## src/rtl/io_output_bank.sv

```systemverilog
// Memory-mapped output port bank: NPORTS registered ports with write/set/clear/toggle
// modes, registered readback and optional per-port auto-clear pulses.
module io_output_bank #(
    parameter int NPORTS   = 4,
    parameter int DATA_W   = 32,
    parameter int BASE_IDX = 32,
    parameter int CTRL_IDX = 40,
    parameter int PULSE_W  = 16
) (
    input  logic                     io_clk,
    input  logic                     clrn,
    input  logic [31:0]              addr,
    input  logic [DATA_W-1:0]        datain,
    input  logic                     write_io_enable,
    input  logic                     read_io_enable,
    output logic [DATA_W-1:0]        dataout,
    output logic [NPORTS*DATA_W-1:0] out_port,
    output logic [NPORTS-1:0]        pulse_active
);

    localparam logic [5:0]         MASK_IDX = 6'(CTRL_IDX);
    localparam logic [5:0]         LEN_IDX  = 6'(CTRL_IDX + 1);
    localparam logic [PULSE_W-1:0] CNT_ONE  = PULSE_W'(1);

    logic [5:0]         idx;
    logic [1:0]         mode;
    logic [DATA_W-1:0]  port_q [NPORTS];
    logic [PULSE_W-1:0] cnt_q  [NPORTS];
    logic [NPORTS-1:0]  mask_q;
    logic [PULSE_W-1:0] plen_q;
    logic [NPORTS-1:0]  port_hit;
    logic [NPORTS-1:0]  new_mask;
    logic               wr_mask;
    logic               wr_len;
    logic [DATA_W-1:0]  rd_data;
    logic               unused_addr;

    assign idx         = addr[7:2];
    assign mode        = addr[9:8];
    assign unused_addr = ^{addr[31:10], addr[1:0]};
    assign wr_mask     = write_io_enable && (idx == MASK_IDX);
    assign wr_len      = write_io_enable && (idx == LEN_IDX);
    assign new_mask    = NPORTS'(datain);

    function automatic logic [5:0] port_idx(input int i);
        return 6'(BASE_IDX + i);
    endfunction

    function automatic logic [DATA_W-1:0] apply_mode(input logic [1:0]        m,
                                                     input logic [DATA_W-1:0] cur,
                                                     input logic [DATA_W-1:0] wdat);
        case (m)
            2'b00:   return wdat;
            2'b01:   return cur | wdat;
            2'b10:   return cur & ~wdat;
            default: return cur ^ wdat;
        endcase
    endfunction

    always_comb begin
        port_hit = '0;
        rd_data  = '0;
        for (int i = 0; i < NPORTS; i++) begin
            port_hit[i] = write_io_enable && (idx == port_idx(i));
            if (idx == port_idx(i)) rd_data = port_q[i];
        end
        if (idx == MASK_IDX) rd_data = DATA_W'(mask_q);
        if (idx == LEN_IDX)  rd_data = DATA_W'(plen_q);
    end

    // A port write always beats expiry; counter loads use the pre-edge mask and length.
    always_ff @(posedge io_clk or negedge clrn) begin
        if (!clrn) begin
            for (int i = 0; i < NPORTS; i++) begin
                port_q[i] <= '0;
                cnt_q[i]  <= '0;
            end
            mask_q  <= '0;
            plen_q  <= '0;
            dataout <= '0;
        end else begin
            for (int i = 0; i < NPORTS; i++) begin
                if (port_hit[i])
                    port_q[i] <= apply_mode(mode, port_q[i], datain);
                else if (cnt_q[i] == CNT_ONE)
                    port_q[i] <= '0;

                if (wr_mask && !new_mask[i])
                    cnt_q[i] <= '0;
                else if (port_hit[i] && mask_q[i] && (plen_q != '0))
                    cnt_q[i] <= plen_q;
                else if (cnt_q[i] != '0)
                    cnt_q[i] <= cnt_q[i] - CNT_ONE;
            end
            if (wr_mask)        mask_q  <= new_mask;
            if (wr_len)         plen_q  <= PULSE_W'(datain);
            if (read_io_enable) dataout <= rd_data;
        end
    end

    for (genvar g = 0; g < NPORTS; g++) begin : g_out
        assign out_port[g*DATA_W +: DATA_W] = port_q[g];
        assign pulse_active[g]              = (cnt_q[g] != '0);
    end

endmodule

```

## config.mk

```make
export PLATFORM = sky130hd
export DESIGN_NAME = io_output_bank
export DESIGN_NICKNAME = d
export VERILOG_FILES = /design/src/rtl/io_output_bank.sv
export SDC_FILE = /design/constraint.sdc
export NUM_CORES = 1
export LEC_CHECK = 0
export ABC_AREA = 1
export CAP_MARGIN = 15
export CORE_MARGIN = 1.5
export CORE_UTILIZATION = 30
export DETAILED_ROUTE_END_ITERATION = 6
export HOLD_SLACK_MARGIN = 0.05
export MAX_ROUTING_LAYER = met4
export PLACE_DENSITY = 0.59
export SLEW_MARGIN = 20
export SYNTH_ARGS = -nofsm -noshare
export SYNTH_HDL_FRONTEND = slang
export SYNTH_SLANG_ARGS = --single-unit
```

## constraint.sdc

```tcl
create_clock -name io_clk -period 5.13 [get_ports io_clk]
set_clock_uncertainty 0.2 [all_clocks]
set_input_delay 1.026 -clock io_clk [delete_from_list [all_inputs] [get_ports io_clk]]
set_output_delay 1.026 -clock io_clk [all_outputs]
set_load 0.01 [all_outputs]
```

After elaboration in Yosys (flattened, before gate mapping)
Cells that the tools add are included. Widths: inputs -> output; s select.

Word-level logic and storage cells: 106. Output and inout port bits: 164. Register bits: 244.

Add/subtract/negate cells: 4. Muxes and demuxes: 30. Eq/ne operators: 12. Reductions and logical operators: 36. Bitwise gates (word level): 13.

Operators with widths (count): $mux 32 (14); $pmux 32 s3 (4); $mux 16 (12); $and 32x32->32 (4); $or 32x32->32 (4); $xor 32x32->32 (4); $reduce_bool 16->1 (5); $eq 16x1->1 const B (4); $sub 16x1->16 const B (4); $eq 6x6->1 const B (6); $not 32->32 (1); $logic_and 1x1->1 (18); $reduce_bool 3->1 (4); $reduce_bool 2->1 (4); $logic_not 1->1 (4); $eq 2x1->1 const B (1); $eq 2x2->1 const B (1); $logic_not 2->1 (1).

Depth between registers and ports, before layout
Gate-level depths: netlist of the first run.

Depth after elaboration: 7. Depth in mapped cells: 12.

Least setup slack after synthesis of the first run
OpenSTA, ideal clock, no wires.

Kind: reg2out. From: reg cnt_q[16] (netlist bit). To: out pulse_active[2]. Data arrival time: 1328 ps. Buffers on the path: 0. Data required time: 3904 ps. Path slack: 2576 ps. Cell stages (with the launch flop): 10. Cells stage by stage: dfrtp_1 inv_1 ha_1 nand2_1 nor2_1 nand2_1 nor2_1 nand2_1 nor2_1 inv_1.

Word-level cells in the longest chain between the ends: 1.

RTL lines: start: declaration (RTL line 28) `logic [PULSE_W-1:0] cnt_q [NPORTS];`; start signal: indexed assignment (RTL line 91) `cnt_q[i] <= plen_q;`; start signal: indexed assignment (RTL line 93) `cnt_q[i] <= cnt_q[i] - CNT_ONE;`; $reduce_bool 16->1 (RTL line 103) `assign pulse_active[g] = (cnt_q[g] != '0);`; end: declaration (RTL line 18) `output logic [NPORTS-1:0] pulse_active`.

No other way between the ends.

Worst setup path in the final report of the first run
From: reg cnt_q[32] (netlist bit). To: out pulse_active[1].

Same word-level chain as after synthesis.

==> impl_metrics.ini, run 1 <==
[cts]
htreeDepth = 2
cts_tree = done
ctsHoldBuffers = 0
cts.clk_slew.worst_paths_ns = 0.06
cts_resized = 0
clock-sinks = 244
cts_setup_buffers = 0
worstSkewPairLatency_ns = 0.56
root_buffer = clkbuf_16
cts_buffers = 34
cts.path.max_buffers = 3

[layout]
nNetsFinal = 2919
n_fill_cell = 6261
drive_gt1_share_pct = 5.18
syn_to_final_growth_pct = 22.0
layout.cells.non_filler = 3391
final_util_pct = 37.2

[detailed_routing]
totalWireLength_mm = 70.2
drcViolationCount = 0
via_per_inst = 5.25
wire_per_inst_um = 20.7
drtIter0Drc = 1272
drt-pass1-iter-count = 5
antenna_left = 0
routed-via-count = 17800

[synthesis]
ys_top_cells_by_area = dfrtp_1, ha_1, nand2_1, o21ai_0, o211ai_1
syn_area_mm2 = 0.0185
synth-xor-area-share_pct = 1.52
synth_top_area_share_pct = 33.0
synthMuxAreaShare_pct = 0
syn_inst = 2417
yosys_warnings = 0
avgSynthCellArea_um2 = 7.65
synth_flop_cell = dfrtp_1
synth_top_area_cell = dfrtp_1
synth.yosys.seq_area_share_pct = 33.0
synth_common_cells = nand2_1, inv_1, o21ai_0
yosysUniqueCellTypes = 36
synth_top_family_by_area = simple AND/OR/NAND/NOR gates
yosysMostFrequentCell = nand2_1
synth_simple_gate_area_share_pct = 21.7
ys_ff_latch = 244
synth_nets = 2749
synth-adder-area-share_pct = 17.9
synth_compound_area_share_pct = 17.6
synth-edff-count = 0
async_flop_share_pct = 100

[sta]
setup_tns_ns = 0
slew_viol_final = 0
grt_setup_unrepaired = false
tightest_slew_ns = 1.02
relSlewSlack_pct = 31.9
finalCriticalPeriod_ns = 3.96
setup_slack_ns = 1.17
final_hold_viol_count = 0
finalSetupViolCount = 0
fmax_ghz = 0.252
min_period_over_period_pct = 77.3

[die]
io_pins = 232
rows = 90
core_area_mm2 = 0.0606
die_area_mm2 = 0.0631
start_util_pct = 30.5
die_h_um = 251
die_x_um = 251

[run_status]
status = finished, final reports clean

[global_route]
grt_max_degree = 119
antenna_found_initial = 2
grt_pass1_vias = 17000
grt_usage_pct = 22.4
overflow = 0
grt_pass1_wl_mm = 105

[power]
combPwrFrac_pct = 27.4
power.switching_mw = 2.52
p_leak_nw = 10.3
power.density_mw_per_mm2 = 316
vdd.ir_drop.worst_uv = 238
intPower_mw = 4.61
p_sw_share_pct = 35.4
clkPwrFrac_pct = 34.9
power_frac_seq_pct = 37.7
total_power_mw = 7.13

[critical_path]
startpoint = cnt_q[32]
cp.arrival_ns = 2.74
crit_required_ns = 3.90
critPathMaxFanout = 5
crit_path_end_kind = output pin
crit_type = reg -> out
reg2reg_to = cnt_q[47]
worstRegToRegCells = 9
r2r_setup_slack_ns = 2.46
start_kind = flop
worst_r2r_startpoint = plen_q[5]

[hold_path]
hold_class = in -> async

[flow_run]
cap_violations = 0

[placement]
dp_slack_ns = 1.19
place_inst = 3332
place_congestion = 0.916
place_hpwl_mm = 46.5
portBuffers = 207
-- cells in the final DEF (no fill, tap or decap), drive strengths merged --
cell | netlist | layout
clkinv | 2 | 4
nor2 | 282 | 282
clkdlybuf4s50 | 0 | 204
nand4 | 15 | 15
nand3b | 8 | 8
o2111ai | 1 | 1
o21ai | 290 | 290
diode | 0 | 2
nand2 | 479 | 479
bufinv | 0 | 3
nand3 | 141 | 141
buf | 34 | 38
nor3 | 5 | 5
xnor2 | 14 | 14
and2 | 2 | 2
o22ai | 71 | 71
o211ai | 147 | 147
xor2 | 18 | 18
a21oi | 42 | 42
inv | 282 | 284
ha | 264 | 264
o21bai | 2 | 2
dfrtp | 244 | 244
clkbuf | 74 | 49
-- metal layers --
metal / track usage (%) / routed length, um / part of all wire [%]
met5: - / 0 / 0
met4: 6.27 / 1760 / 2.5
met3: 4.35 / 5730 / 8.2
met2: 34.5 / 31700 / 45
met1: 29.7 / 31000 / 44
-- critical path, cell delays in order (launching register included) --
cell and delay (ns):
dfrtp_1 0.40, inv_1 0.13, ha_1 0.29, inv_1 0.08, nor2_1 0.21, nand2_1 0.10, nor2_1 0.30, inv_1 0.17
clkdlybuf4s50_1 0.52
-- state kept, by name, summed over array words and instances, names as in the netlist --
register / flops
out_port: 128
cnt_q: 64
dataout: 32
plen_q: 16
mask_q: 4
-- metrics by stage --
step / hold WS (ns) / area, um^2
after floorplan: 0.271 / 18500
after global placement: 0.267 / 21400
after detailed placement: 0.266 / 21400
after CTS: 0.281 / 22500
after global routing: 0.161 / 22500
final: 0.139 / 22500
-- logic make-up (layout without fill, tap and decap cells) --
family	Yosys count	after routing
and+or+nand+nor	932	932
AOI/OAI and AO/OA	553	553
buffers and inverters	392	582
adders and majority gates	264	264
DFF	244	244
xor gates and xnor gates	32	32
other	0	2
-- worst max path at each step --
stage,end,slack (ns),depth (start not counted)
2_1_floorplan,pulse_active[2],2.58,9
3_3_place_gp,out_port[37],1.22,8
3_5_place_dp,out_port[39],1.19,8
4_1_cts,pulse_active[1],1.16,8
5_1_grt,pulse_active[2],1.01,10
6_report,pulse_active[1],1.17,8
-- area by class of cell --
cell class / instances / area [um^2] / area share (%)
Inverter: 284 / 1070 / 4.73
Sequential cell: 244 / 6110 / 27.1
Clock buffer: 49 / 998 / 4.43
Multi-Input combinational cell: 1781 / 10900 / 48.2
Clock inverter: 7 / 133 / 0.588
Antenna cell: 2 / 5.00 / 0.0222
Timing Repair Buffer: 242 / 2390 / 10.6
Tap cell: 782 / 978 / 4.34
-- power groups by stage --
stage                     Sequential (mW)  Clock [mW]  Combinational [mW]
after floorplan                      2.64           0                1.18
after global placement               2.69           0                1.87
after detailed placement             2.70           0                1.94
after CTS                            2.68        2.55                1.95
after global routing                 2.73        2.61                2.23
final                                2.69        2.49                1.95
No activity file was read; power rests on OpenSTA's default activity.
==> inputs of run 2 (changes only) <==
==> constraint.sdc (replaced) <==
create_clock -name io_clk -period 3.7 [get_ports io_clk]
set_clock_uncertainty 0.2 [all_clocks]
set_input_delay 0.74 -clock io_clk [delete_from_list [all_inputs] [get_ports io_clk]]
set_output_delay 0.74 -clock io_clk [all_outputs]
set_load 0.01 [all_outputs]
==> impl_metrics.ini, run 2 (synthesized netlist as in run 1, its figures left out) <==
[run_status]
status = finished, final reports clean

[sta]
tightest_slew_ns = 0.828
min_period_over_period_pct = 94.6
grt_setup_unrepaired = false
finalSetupViolCount = 0
slew_viol_final = 0
finalCriticalPeriod_ns = 3.50
relSlewSlack_pct = 44.7
fmax_ghz = 0.286
final_hold_viol_count = 0
setup_tns_ns = 0

[flow_run]
cap_violations = 0

[cts]
worstSkewPairLatency_ns = 0.56
cts.clk_slew.worst_paths_ns = 0.06
cts.path.max_buffers = 3
cts_setup_buffers = 0
htreeDepth = 2
root_buffer = clkbuf_16
cts_buffers = 34
clock-sinks = 244
cts_tree = done

[die]
rows = 90
die_x_um = 251
io_pins = 232
die_h_um = 251
start_util_pct = 30.5
die_area_mm2 = 0.0631
core_area_mm2 = 0.0606

[critical_path]
critPathMaxFanout = 4
worst_path_most_repeated_cell = nand2_1
cp_slowest_stage_delay_ns = 0.47
r2r_setup_slack_ns = 1.19
reg2reg_to = cnt_q[32]
worstRegToRegCells = 10
crit_slowest_cell = clkdlybuf4s50_1
crit_type = reg -> out
worstPathCellList = inv_1, ha_1, nand2_1, nor2_2, nand2_1, nor2_2, nand2_1, nor2_4, inv_1, clkdlybuf4s50_1
cp.arrival_ns = 2.56
worst_r2r_startpoint = plen_q[4]
crit_required_ns = 2.76
start_kind = flop
crit_path_end_kind = output pin

[hold_path]
hold_start = dataout[31]
hold_class = reg -> reg
whs_endpoint = dataout[31]
min_path_cells = 2

[placement]
place_hpwl_mm = 46.4
place_congestion = 0.903
portBuffers = 207

[global_route]
grt_pass1_wl_mm = 105
grt_usage_pct = 22.2
antenna_found_initial = 2
grt_pass1_vias = 17400
grt_max_degree = 127
overflow = 0

[layout]
syn_to_final_growth_pct = 22.9
nNetsFinal = 2934
final_cell_mix = nand2_1, inv_1, o21ai_0, ha_1, nor2_1
final_common_cell = nand2_1
drive_gt1_share_pct = 5.94
largest_reg_flops = 128

[detailed_routing]
antenna_left = 0
drtIter0Drc = 1307
wire_per_inst_um = 20.3
via_per_inst = 5.22
drt-pass1-iter-count = 5
drcViolationCount = 0
totalWireLength_mm = 69.2
routed-via-count = 17800

[power]
power.density_mw_per_mm2 = 431
p_leak_nw = 10.3
total_power_mw = 9.78
vdd.ir_drop.worst_uv = 261
==> run 2: cell types whose count changed in the layout (fill, tap and decap cells not counted), moves of 2 or more <==
cell / previous run / this run
nor2_4: 5 / 7
clkinv_8: 0 / 2
buf_12: 3 / 8
clkbuf_1: 7 / 12
nor2_1: 266 / 259
nor2_2: 5 / 10
bufinv_16: 3 / 1
buf_4: 31 / 41
==> run 2: cell type report <==
| class | count | area, um^2 |
|---|---|---|
| Antenna cell | 3 | 7.51 |
| Clock buffer | 55 | 1030 |
| Clock inverter | 6 | 80.1 |
| Fill cell | 6199 | 37900 |
| Inverter | 284 | 1070 |
| Multi-Input combinational cell | 1781 | 10900 |
| Sequential cell | 244 | 6110 |
| Tap cell | 782 | 978 |
| Timing Repair Buffer | 257 | 2540 |
==> run 2: where the power goes <==
part	switching, mW	internal, mW	leakage (nW)	total (mW)
logic	1.59	1.17	6.67	2.75
clock network	1.34	1.98	0.539	3.32
registers	0.552	3.15	3.13	3.71
total	3.48	6.30	10.3	9.78
==> run 2: worst max path at each step <==
stage,startpoint,endpoint,slack (ns),depth (start not counted)
final,cnt_q[16],pulse_active[2],0.20,10
after global routing,cnt_q[0],pulse_active[3],0.008,8
after CTS,cnt_q[0],pulse_active[3],0.05,8
after detailed placement,addr[6],dataout[20],0.34,9
after global placement,addr[6],dataout[20],0.32,9
after floorplan,cnt_q[16],pulse_active[2],1.43,9
==> run 2: worst max-delay path, delay by kind of cell (launching register included) <==
family | cells | cell delay (ns)
adder cells (fa/ha/maj) | 1 | 0.19
buffers and inverters | 3 | 0.63
flip-flops | 1 | 0.42
AND/OR/NAND/NOR | 6 | 0.76
==> run 2: repair_timing <==
action,4_1_cts,5_1_grt
endpoints found under the setup margin,2,4
cloned,0,0
resized for setup,2,7
endpoints found under the hold margin,26,0
hold buffers,1,0
==> run 2: layer usage <==
layer / global-route usage [%] / up-vias / wire length (um)
met5: - / - / 0
met4: 6.68 / 0 / 1860
met3: 5.54 / 124 / 6080
met2: 34.3 / 650 / 31600
met1: 28.4 / 8635 / 29700
li1: - / 8418 / -
==> run 2: metrics by stage <==
step / setup WS, ns / hold WS, ns / util, % / std cells / area, um^2
final: 0.200 / 0.280 / 37.5 / 3412 / 22700
after global routing: 0.00761 / 0.304 / 37.5 / 3411 / 22700
after CTS: 0.0491 / 0.282 / 37.4 / 3409 / 22700
after detailed placement: 0.343 / 0.266 / 35.6 / 3347 / 21600
after global placement: 0.322 / 0.267 / 35.6 / 3347 / 21600
after floorplan: 1.43 / 0.244 / - / 2417 / 18500
==> inputs of run 3 (changes only) <==
--- a/config.mk
+++ b/config.mk
@@ -10,9 +10,12 @@
 export CORE_MARGIN = 1.5
 export CORE_UTILIZATION = 30
 export DETAILED_ROUTE_END_ITERATION = 6
+export GPL_TIMING_DRIVEN = 1
 export HOLD_SLACK_MARGIN = 0.05
 export MAX_ROUTING_LAYER = met4
 export PLACE_DENSITY = 0.59
+export REMOVE_ABC_BUFFERS = 1
+export SKIP_CTS_REPAIR_TIMING = 1
 export SLEW_MARGIN = 20
 export SYNTH_ARGS = -nofsm -noshare
 export SYNTH_HDL_FRONTEND = slang
==> impl_metrics.ini, run 3 (synthesized netlist as in run 1, its figures left out) <==
[critical_path]
cp.arrival_ns = 2.70
cp.buffers_inverters = 3
worst_path_most_repeated_cell = nand2_1
critPathMaxFanout = 4
crit_required_ns = 2.76
cp_slowest_stage_delay_ns = 0.49
crit_path_end_kind = output pin
crit_slowest_cell = clkdlybuf4s50_1
start_kind = flop
crit_family = simple AND/OR/NAND/NOR gates
worstPathCellList = inv_1, ha_2, nand2_1, nor2_2, nand2_1, nor2_2, nand2_1, nor2_4, inv_1, clkdlybuf4s50_1
crit_type = reg -> out

[layout]
nNetsFinal = 2934
largest_reg_flops = 128
final_common_cell = nand2_1
final_util_pct = 37.4
syn_to_final_growth_pct = 22.6
final_cell_mix = nand2_1, inv_1, o21ai_0, ha_1, nor2_1
drive_gt1_share_pct = 6.18

[sta]
fmax_ghz = 0.274
setup_slack_ns = 0.0569
tightest_slew_ns = 0.823
worst_hold_slack_ns = 0.285
min_period_over_period_pct = 98.5
setup_tns_ns = 0
relSlewSlack_pct = 45.1
final_hold_viol_count = 0
finalCriticalPeriod_ns = 3.64
finalSetupViolCount = 0
grt_setup_unrepaired = true
slew_viol_final = 0

[detailed_routing]
routed-via-count = 18000
wire_per_inst_um = 20.3
drt-pass1-iter-count = 5
antenna_left = 0
drcViolationCount = 0
via_per_inst = 5.27
totalWireLength_mm = 69.3
drtIter0Drc = 1316

[global_route]
antenna_found_initial = 2
grt_pass1_wl_mm = 106
grt_max_degree = 127
grt_pass1_vias = 17800
grt_usage_pct = 22.2
overflow = 0

[power]
power.density_mw_per_mm2 = 424
p_leak_nw = 10.3
vdd.ir_drop.worst_uv = 378

[die]
die_h_um = 251
die_x_um = 251
core_area_mm2 = 0.0606
start_util_pct = 30.5
io_pins = 232
rows = 90
die_area_mm2 = 0.0631

[cts]
root_buffer = clkbuf_16
cts.path.max_buffers = 3
htreeDepth = 1
worstSkewPairLatency_ns = 0.61
cts_buffers = 31
cts.clk_slew.worst_paths_ns = 0.06
clock-sinks = 244
cts_tree = done

[placement]
portBuffers = 207
place_congestion = 0.901
dp_slack_ns = 0.339
place_hpwl_mm = 47.0

[run_status]
status = finished, final reports clean

[hold_path]
hold_class = reg -> reg

[flow_run]
cap_violations = 0
==> run 3: final timing paths <==
check,start,to,slack (ns),depth (start not counted)
hold / removal,dataout[31],dataout[31],0.29,2
max in group asynchronous,clrn,out_port[46],1.95,3
hold reg to reg,dataout[31],dataout[31],0.29,2
setup / recovery,cnt_q[16],pulse_active[2],0.06,10
min in group asynchronous,clrn,out_port[35],0.53,2
setup reg to reg,plen_q[7],cnt_q[47],1.13,8
==> run 3: layer usage <==
metal | wire length, um | up-vias | global-route usage [%]
met1 | 29300 | 8655 | 28.2
met3 | 6570 | 156 | 5.74
met5 | 0 | - | -
met2 | 31000 | 727 | 34.3
met4 | 2370 | 0 | 7.35
li1 | - | 8431 | -
==> run 3: stage by stage <==
| stage | cells | power (mW) | area [um^2] |
|---|---|---|---|
| 3_3_place_gp | 3350 | 6.35 | 21600 |
| 4_1_cts | 3404 | 9.64 | 22600 |
| 6_report | 3407 | 9.60 | 22700 |
| 3_5_place_dp | 3350 | 6.47 | 21600 |
| 5_1_grt | 3407 | 10.2 | 22700 |
| 2_1_floorplan | 2309 | 5.26 | 18000 |
==> run 3: tightest hold or removal path: cells and delay by family, from the launching register on <==
kind             cells  cell delay, ns
DFF                  1            0.34
and+or+nand+nor      2            0.11
==> run 3: final cells by class <==
| class | count | area [um^2] |
|---|---|---|
| fillers | 6297 | 37900 |
| multi-input cells | 1781 | 10900 |
| flip-flops and latches | 244 | 6110 |
| repair buffers | 260 | 2580 |
| clock inverters | 7 | 68.8 |
| clock buffers | 47 | 956 |
| inverters | 284 | 1070 |
| diodes | 2 | 5.00 |
| well taps | 782 | 978 |
==> run 3: where the power goes <==
group | total (mW) | switching [mW] | leakage (nW) | internal, mW
clock | 3.14 | 1.31 | 0.504 | 1.83
combinational | 2.78 | 1.61 | 6.69 | 1.18
sequential | 3.68 | 0.528 | 3.13 | 3.15
